File: config.mk
export PLATFORM = sky130hd
export DESIGN_NAME = divisor_secuencial
export DESIGN_NICKNAME = d
export VERILOG_FILES = /design/src/rtl/div_pkg.sv /design/src/rtl/divisor_paso.sv /design/src/rtl/divisor_secuencial.sv
export SDC_FILE = /design/constraint.sdc
export NUM_CORES = 1
export LEC_CHECK = 0
export ABC_AREA = 1
export CORE_AREA = 2 2 50 64
export CTS_CLUSTER_DIAMETER = 40
export CTS_CLUSTER_SIZE = 28
export DETAILED_ROUTE_END_ITERATION = 10
export DIE_AREA = 0 0 52 66
export GPL_ROUTABILITY_DRIVEN = 0
export GPL_TIMING_DRIVEN = 0
export MAX_ROUTING_LAYER = met4
export PLACE_DENSITY = 0.91
export RECOVER_POWER = 50
export SYNTH_ARGS = -nofsm -noshare
export SYNTH_HDL_FRONTEND = slang
export SYNTH_HIERARCHICAL = 1
export SYNTH_SLANG_ARGS = --single-unit
File: constraint.sdc
create_clock -name clk -period 2.67 [get_ports clk]
set_input_delay 0.267 -clock clk [delete_from_list [all_inputs] [get_ports clk]]
set_output_delay 0.267 -clock clk [all_outputs]
set_load 0.1 [all_outputs]
File: src/rtl/div_pkg.sv
// Shared types and default widths for the sequential restoring divider.
package div_pkg;
  typedef enum logic {IDLE, RUN} state_t;

  localparam int AW_DEF = 6;
  localparam int BW_DEF = 3;
  localparam int CW_DEF = $clog2(AW_DEF);

  function automatic int cnt_w(input int aw);
    return (aw > 1) ? $clog2(aw) : 1;
  endfunction
endpackage

File: src/rtl/divisor_paso.sv
// One restoring division step: shift a dividend bit into P, subtract b if it fits.
module divisor_paso #(
  parameter int BW = 3
) (
  input  logic [BW:0]   p_i,
  input  logic          bit_i,
  input  logic [BW-1:0] b_i,
  output logic [BW:0]   p_o,
  output logic          q_o
);
  logic [BW:0] sh;
  logic [BW:0] bx;

  always_comb begin
    sh  = {p_i[BW-1:0], bit_i};
    bx  = {1'b0, b_i};
    q_o = (sh >= bx);
    p_o = q_o ? (sh - bx) : sh;
  end
endmodule

File: src/rtl/divisor_secuencial.sv
// Sequential unsigned restoring divider, one quotient bit per clock.
// DIVISOR_ZERO_CHECK_EN adds a div_zero flag and a one-cycle b=0 fast path.
module divisor_secuencial
  import div_pkg::*;
#(
  parameter int AW = AW_DEF,
  parameter int BW = BW_DEF
) (
  input  logic          clk,
  input  logic          rst_n,
  input  logic          start,
  input  logic [AW-1:0] a,
  input  logic [BW-1:0] b,
  output logic          busy,
  output logic          done,
  output logic [AW-1:0] q,
  output logic [BW-1:0] r
`ifdef DIVISOR_ZERO_CHECK_EN
  ,
  output logic          div_zero
`endif
);
  localparam int CW = cnt_w(AW);

  state_t        state_q, state_d;
  logic [CW-1:0] cnt_q, cnt_d;
  logic [AW-1:0] a_q, a_d;
  logic [BW-1:0] b_q, b_d;
  logic [BW:0]   p_q, p_d;
  logic [BW:0]   p_nx;
  logic [AW-1:0] quo_q, quo_d;
  logic [AW-1:0] q_q, q_d;
  logic [BW-1:0] r_q, r_d;
  logic          busy_q, busy_d;
  logic          done_q, done_d;
  logic          qbit;
  logic          last;
`ifdef DIVISOR_ZERO_CHECK_EN
  logic          zero_q, zero_d;
  logic          dz_q, dz_d;
`endif

  divisor_paso #(.BW(BW)) u_paso (
    .p_i   (p_q),
    .bit_i (a_q[AW-1]),
    .b_i   (b_q),
    .p_o   (p_nx),
    .q_o   (qbit)
  );

  always_comb begin
    state_d = state_q;
    cnt_d   = cnt_q;
    a_d     = a_q;
    b_d     = b_q;
    p_d     = p_q;
    quo_d   = quo_q;
    q_d     = q_q;
    r_d     = r_q;
    busy_d  = busy_q;
    done_d  = 1'b0;
    last    = (cnt_q == CW'(AW - 1));
`ifdef DIVISOR_ZERO_CHECK_EN
    zero_d  = zero_q;
    dz_d    = 1'b0;
    if (zero_q) last = 1'b1;
`endif
    unique case (state_q)
      IDLE: begin
        if (start) begin
          a_d     = a;
          b_d     = b;
          p_d     = '0;
          quo_d   = '0;
          cnt_d   = '0;
          busy_d  = 1'b1;
          state_d = RUN;
`ifdef DIVISOR_ZERO_CHECK_EN
          zero_d  = (b == '0);
`endif
        end
      end
      RUN: begin
        a_d   = a_q << 1;
        p_d   = p_nx;
        quo_d = (quo_q << 1) | AW'(qbit);
        cnt_d = cnt_q + CW'(1);
        if (last) begin
          state_d = IDLE;
          busy_d  = 1'b0;
          done_d  = 1'b1;
          q_d     = quo_d;
          r_d     = p_nx[BW-1:0];
`ifdef DIVISOR_ZERO_CHECK_EN
          // b=0 bypass: same values the full run would produce
          if (zero_q) begin
            q_d  = '1;
            r_d  = a_q[BW-1:0];
            dz_d = 1'b1;
          end
`endif
        end
      end
      default: state_d = IDLE;
    endcase
  end

  always_ff @(posedge clk or negedge rst_n) begin
    if (!rst_n) begin
      state_q <= IDLE;
      cnt_q   <= '0;
      a_q     <= '0;
      b_q     <= '0;
      p_q     <= '0;
      quo_q   <= '0;
      q_q     <= '0;
      r_q     <= '0;
      busy_q  <= 1'b0;
      done_q  <= 1'b0;
`ifdef DIVISOR_ZERO_CHECK_EN
      zero_q  <= 1'b0;
      dz_q    <= 1'b0;
`endif
    end else begin
      state_q <= state_d;
      cnt_q   <= cnt_d;
      a_q     <= a_d;
      b_q     <= b_d;
      p_q     <= p_d;
      quo_q   <= quo_d;
      q_q     <= q_d;
      r_q     <= r_d;
      busy_q  <= busy_d;
      done_q  <= done_d;
`ifdef DIVISOR_ZERO_CHECK_EN
      zero_q  <= zero_d;
      dz_q    <= dz_d;
`endif
    end
  end

  assign busy = busy_q;
  assign done = done_q;
  assign q    = q_q;
  assign r    = r_q;
`ifdef DIVISOR_ZERO_CHECK_EN
  assign div_zero = dz_q;
`endif
endmodule
==> out/metrics.yaml, run 1 <==
clock_tree:
  cts_buffers: 5
  clk_path_buf_depth: 2
  htree_levels: 2
  clock_latency_ps: 330
  clock_sinks: 32
  cts_tree: "done"
  cts.clk_slew.worst_paths_ps: 100
  cts-resized-gates: 0
  cts_root_buffer: "clkbuf_4"
sta:
  fin_setup_tns_ps: 0
  maxSlewViolCount: 33
  slew_headroom_pct: -8.808
  worstMarginPinSlew_ps: 1632
  hold_viol_final: 0
  grt_setup_unrepaired: "no"
  setup_slack_ps: 574.1
  max_freq_ghz: 0.4771
  finalSetupViolations: 0
  post-route-period-util_pct: 78.50
  clock-skew-final_ps: 7.611
  min_period_ps: 2096
status:
  status: "finished with violations"
  violations: "max-capacitance violations, max-slew violations"
finish:
  area_growth_pct: 20.29
  drive_gt1_share_pct: 8.040
  instances_no_fill: 235
  diodes: 0
  nets: 216
grt:
  busiest_layer: "met2"
  grt_pass1_vias: 1068
  grt_usage_pct: 19.16
  antenna_found_initial: 0
  grt_max_degree: 33
  grtUsageMet2_pct: 31.17
  grtUsageMet3_pct: 6.787
  grt_pass1_wl_um: 4547
  grtUsageMet1_pct: 20.66
  gr-total-overflow: 0
floorplanning:
  die_y_um: 66
  die_x_um: 52
  core_um2: 2835
  start_util_pct: 52.21
  io_pins: 23
  num_rows: 22
  die_area_um2: 3432
synthesis:
  ys_warn_count: 6
  syn_area_um2: 1480
  syn_inst: 168
  synth_fp_nets: 186
  synth_area_per_cell_um2: 8.811
setup_path:
  critPathKind: "flip-flop to primary output"
  cp.arrival_ps: 1830
  max_stage_delay_ps: 1130
  worst-path-max-fanout: 2
  path_cells: "clkdlybuf4s50_1"
  cp-start-kind: "flip-flop"
  end_kind: "primary output"
  crit_slowest_cell: "clkdlybuf4s50_1"
  cp.required_ps: 2400
  path_buf_inv: 1
  crit_family: "buffers and inverters"
place:
  dp_worst_setup_slack_ps: 733.6
  io_buffers: 22
  dp_hpwl_um: 1766
  post-place-cells: 226
drt:
  drt-total-wl_um: 2514
  dr.first_iter.drc_count: 19
  drtAntennaViolNets: 0
  dr.pass1.iters: 5
  drc: 0
  vias: 1131
  via_per_inst: 4.813
  wire_per_inst_um: 10.70
min_path:
  hold_path_class: "flip-flop to flip-flop"
job:
  maxCapViolCount: 1
[path summary, 6_finish.rpt]
check	to	from	cells after the start	slack, ps
max in group asynchronous	p_q[2]$_DFFE_PN0P_	rst_n	2	840
hold reg to reg	q[3]$_DFFE_PN0P_	q[3]$_DFFE_PN0P_	2	480
setup reg to reg	p_q[1]$_DFFE_PN0P_	a_q[5]$_DFFE_PN0P_	9	850
min in group asynchronous	cnt_q[2]$_DFFE_PN0P_	rst_n	2	880
setup / recovery	r[1]	r[1]$_DFFE_PN0P_	1	570
hold / removal	q[3]$_DFFE_PN0P_	q[3]$_DFFE_PN0P_	2	480
[flip-flops by register name (all words and copies together) (netlist names)]
register / count
cnt_q: 3
a_q: 6
p_q: 3
r: 3
busy: 1
quo_q: 5
done: 1
b_q: 3
state_q: 1
q: 6
[worst reg2reg max path, stage by stage, from the launching register on]
cell and delay [ps]:
dfrtp_1 390, inv_1 70, ha_1 130, inv_1 50
fa_1 400, nand2_1 90, nand3_2 160, o21ai_0 280
nand2_1 100, nand2_1 80
[area by class of cell]
cell class	count	area [um^2]
plain buffers	6	41.29
clock buffers	6	51.30
clock inverters	2	10.01
fillers	271	1055
inverters	13	50.05
multi-input cells	117	558.0
flip-flops and latches	32	800.8
well taps	36	45.04
repair buffers	23	224.0
[metal layers]
metal	wire length [um]	share of wire (%)	vias to the layer above
met1	1064	42	516
met2	1243	49	32
li1	-	-	576
met5	0	0	-
met3	140	5.6	7
met4	65	2.6	0
[metrics by stage]
stage          util, %  hold slack, ps  area, um^2
5_1_grt          62.80           501.0        1780
4_1_cts          63.72           465.5        1807
3_3_place_gp     61.56           454.8        1745
3_5_place_dp     61.56           459.9        1745
2_1_floorplan        -          -28.59        1480
6_report         62.80           484.3        1780
[what timing repair did]
item / 4_1_cts / 5_1_grt
buffers inserted: 0 / 0
hold buffers: 0 / 1
endpoints found under the hold margin: 0 / 19
[layout by cell type, fill, tap and decap left out]
cell type,count
clkdlybuf4s50_1,21
fa_1,1
ha_1,5
nor2_4,1
buf_6,2
dlygate4sd3_1,1
inv_1,12
nand3_1,16
clkbuf_4,5
nand3_2,2
clkinv_2,2
clkbuf_1,4
nor2_1,3
dfrtp_1,32
clkinvlp_2,1
xor2_1,1
nand2_4,1
buf_4,1
o21ai_0,5
clkbuf_8,1
nand2_1,82
Power of run 1 is not shown: default switching activity piles up to over one toggle a cycle in this logic, so the estimate is an artifact.
==> inputs of run 2 (changes only) <==
--- a/config.mk
+++ b/config.mk
@@ -6,15 +6,15 @@
 export NUM_CORES = 1
 export LEC_CHECK = 0
 export ABC_AREA = 1
-export CORE_AREA = 2 2 50 64
+export CORE_AREA = 2 2 52 66
 export CTS_CLUSTER_DIAMETER = 40
 export CTS_CLUSTER_SIZE = 28
 export DETAILED_ROUTE_END_ITERATION = 10
-export DIE_AREA = 0 0 52 66
+export DIE_AREA = 0 0 54 68
 export GPL_ROUTABILITY_DRIVEN = 0
 export GPL_TIMING_DRIVEN = 0
 export MAX_ROUTING_LAYER = met4
-export PLACE_DENSITY = 0.91
+export PLACE_DENSITY = 0.86
 export RECOVER_POWER = 50
 export SYNTH_ARGS = -nofsm -noshare
 export SYNTH_HDL_FRONTEND = slang
==> constraint.sdc (replaced) <==
create_clock -name clk -period 1.95 [get_ports clk]
set_input_delay 0.195 -clock clk [delete_from_list [all_inputs] [get_ports clk]]
set_output_delay 0.195 -clock clk [all_outputs]
set_load 0.1 [all_outputs]
==> run 2 against run 1 <==
The run now ends clean. Hold slack worse by 15 ps. Via count shrank 2.2%. Highest routed layer unchanged. Setup slack worse by 380 ps. Die area increased by 7.0%. Wire length fell by 1.6%. Register-to-register slack got worse by 650 ps. Largest cell class unchanged. Sequential share of layout area down 0.25 points. Utilization shrank 5.2 points. First-iteration DRC count is 95% higher. Non-clock buffer count did not move.
==> out/metrics.yaml, run 2 (same netlist as run 1, synthesis figures left out) <==
job:
  maxCapViolCount: 0
drt:
  drtAntennaViolNets: 0
  dr.first_iter.drc_count: 37
  via_per_inst: 4.706
  drt-total-wl_um: 2474
  wire_per_inst_um: 10.53
  vias: 1106
  drc: 0
  dr.pass1.iters: 4
finish:
  instances_no_fill: 235
  drive_gt1_share_pct: 8.081
  utilization_pct: 57.61
  area_growth_pct: 20.96
  final_common_cell: "nand2_1"
  final_cell_area_um2: 1790
  diodes: 0
  nets: 216
  final_cell_mix: "nand2_1 (82), dfrtp_1 (32), nand3_1 (16), inv_1 (12)"
floorplanning:
  die_x_um: 54
  die_y_um: 68
  start_util_pct: 47.62
  num_rows: 23
  core_um2: 3108
  io_pins: 23
  die_area_um2: 3672
sta:
  finalSetupViolations: 0
  max_freq_ghz: 0.5704
  worstMarginPinSlew_ps: 958.7
  clock-skew-final_ps: 3.864
  slew_headroom_pct: 35.98
  fin_setup_tns_ps: 0
  min_period_ps: 1753
  maxSlewViolCount: 0
  grt_setup_unrepaired: "no"
  hold_viol_final: 0
  post-route-period-util_pct: 89.91
place:
  place_area_um2: 1747
  io_buffers: 22
  dp_hpwl_um: 1725
  post-place-cells: 227
grt:
  gr-total-overflow: 0
  antenna_found_initial: 0
  grt_pass1_vias: 1064
  grt_max_degree: 33
  grt_pass1_wl_um: 4595
  grt_usage_pct: 18.16
min_path:
  hold_path_class: "input pin to flip-flop"
clock_tree:
  cts_tree: "done"
  htree_levels: 2
  clk_path_buf_depth: 2
  cts_setup_buffers: 0
  cts.clk_slew.worst_paths_ps: 60
  clock_sinks: 32
  cts_root_buffer: "clkbuf_8"
  clock_latency_ps: 280
  cts_buffers: 5
setup_path:
  end_kind: "flip-flop"
  cp.arrival_ps: 1970
  cp.required_ps: 2170
  cp-start-kind: "flip-flop"
  worst-path-max-fanout: 8
  critPathKind: "flip-flop to flip-flop"
status:
  status: "finished clean"
[run 2: changes by cell type in the layout (fill, tap and decap cells not counted), sizes merged]
cell,delta
clkdlybuf4s50,-11
clkbuf,-1
dlygate4sd2,+10
dlymetal6s2s,+1
buf,+1
clkinv,-1
[run 2: path summary, 6_finish.rpt]
check | from | endpoint | depth (start not counted) | slack, ps
max | a_q[5]$_DFFE_PN0P_ | p_q[1]$_DFFE_PN0P_ | 9 | 200
min in group asynchronous | rst_n | q[1]$_DFFE_PN0P_ | 2 | 520
max reg2reg | a_q[5]$_DFFE_PN0P_ | p_q[1]$_DFFE_PN0P_ | 9 | 200
min | b[0] | b_q[0]$_DFFE_PN0P_ | 3 | 470
min reg2reg | b_q[2]$_DFFE_PN0P_ | b_q[2]$_DFFE_PN0P_ | 2 | 470
max in group asynchronous | rst_n | b_q[0]$_DFFE_PN0P_ | 2 | 940
[run 2: worst max-delay path, stage by stage, from the launching register on]
cell and delay [ps]:
dfrtp_1 380, inv_1 70, ha_1 130, inv_1 40, fa_1 390, nand2_1 100
nand3_2 150, o21ai_0 260, nand2_1 100, nand2_1 70
[run 2: what timing repair did]
action                                  4_1_cts  5_1_grt
resized for setup                            10        1
pin swaps                                     0        0
endpoints found under the hold margin         0       13
hold buffers                                  0        1
endpoints found under the setup margin       10        1
[run 2: area by class of cell]
type	count	area, um^2
Timing Repair Buffer	23	215.2
Buffer	6	42.54
Tap cell	37	46.29
Fill cell	293	1318
Clock inverter	1	5.005
Sequential cell	32	800.8
Inverter	13	50.05
Multi-Input combinational cell	117	558.0
Clock buffer	6	72.57
[run 2: stage by stage]
stage / worst slack (ps) / hold slack [ps]
global placement: 116.5 / 454.4
finish: 196.8 / 468.9
CTS: 10.69 / 457.5
floorplan: 386.2 / -100.6
global route: 12.97 / 493.9
detailed placement: 94.93 / 462.3
[run 2: metal layers]
layer	vias up	track usage, %	share of wire (%)
li1	580	-	-
met1	493	21.08	44
met2	26	28.35	48
met3	7	5.895	4.9
met4	0	8.438	2.7
met5	-	-	0
Power of run 2 is left out for the same reason.
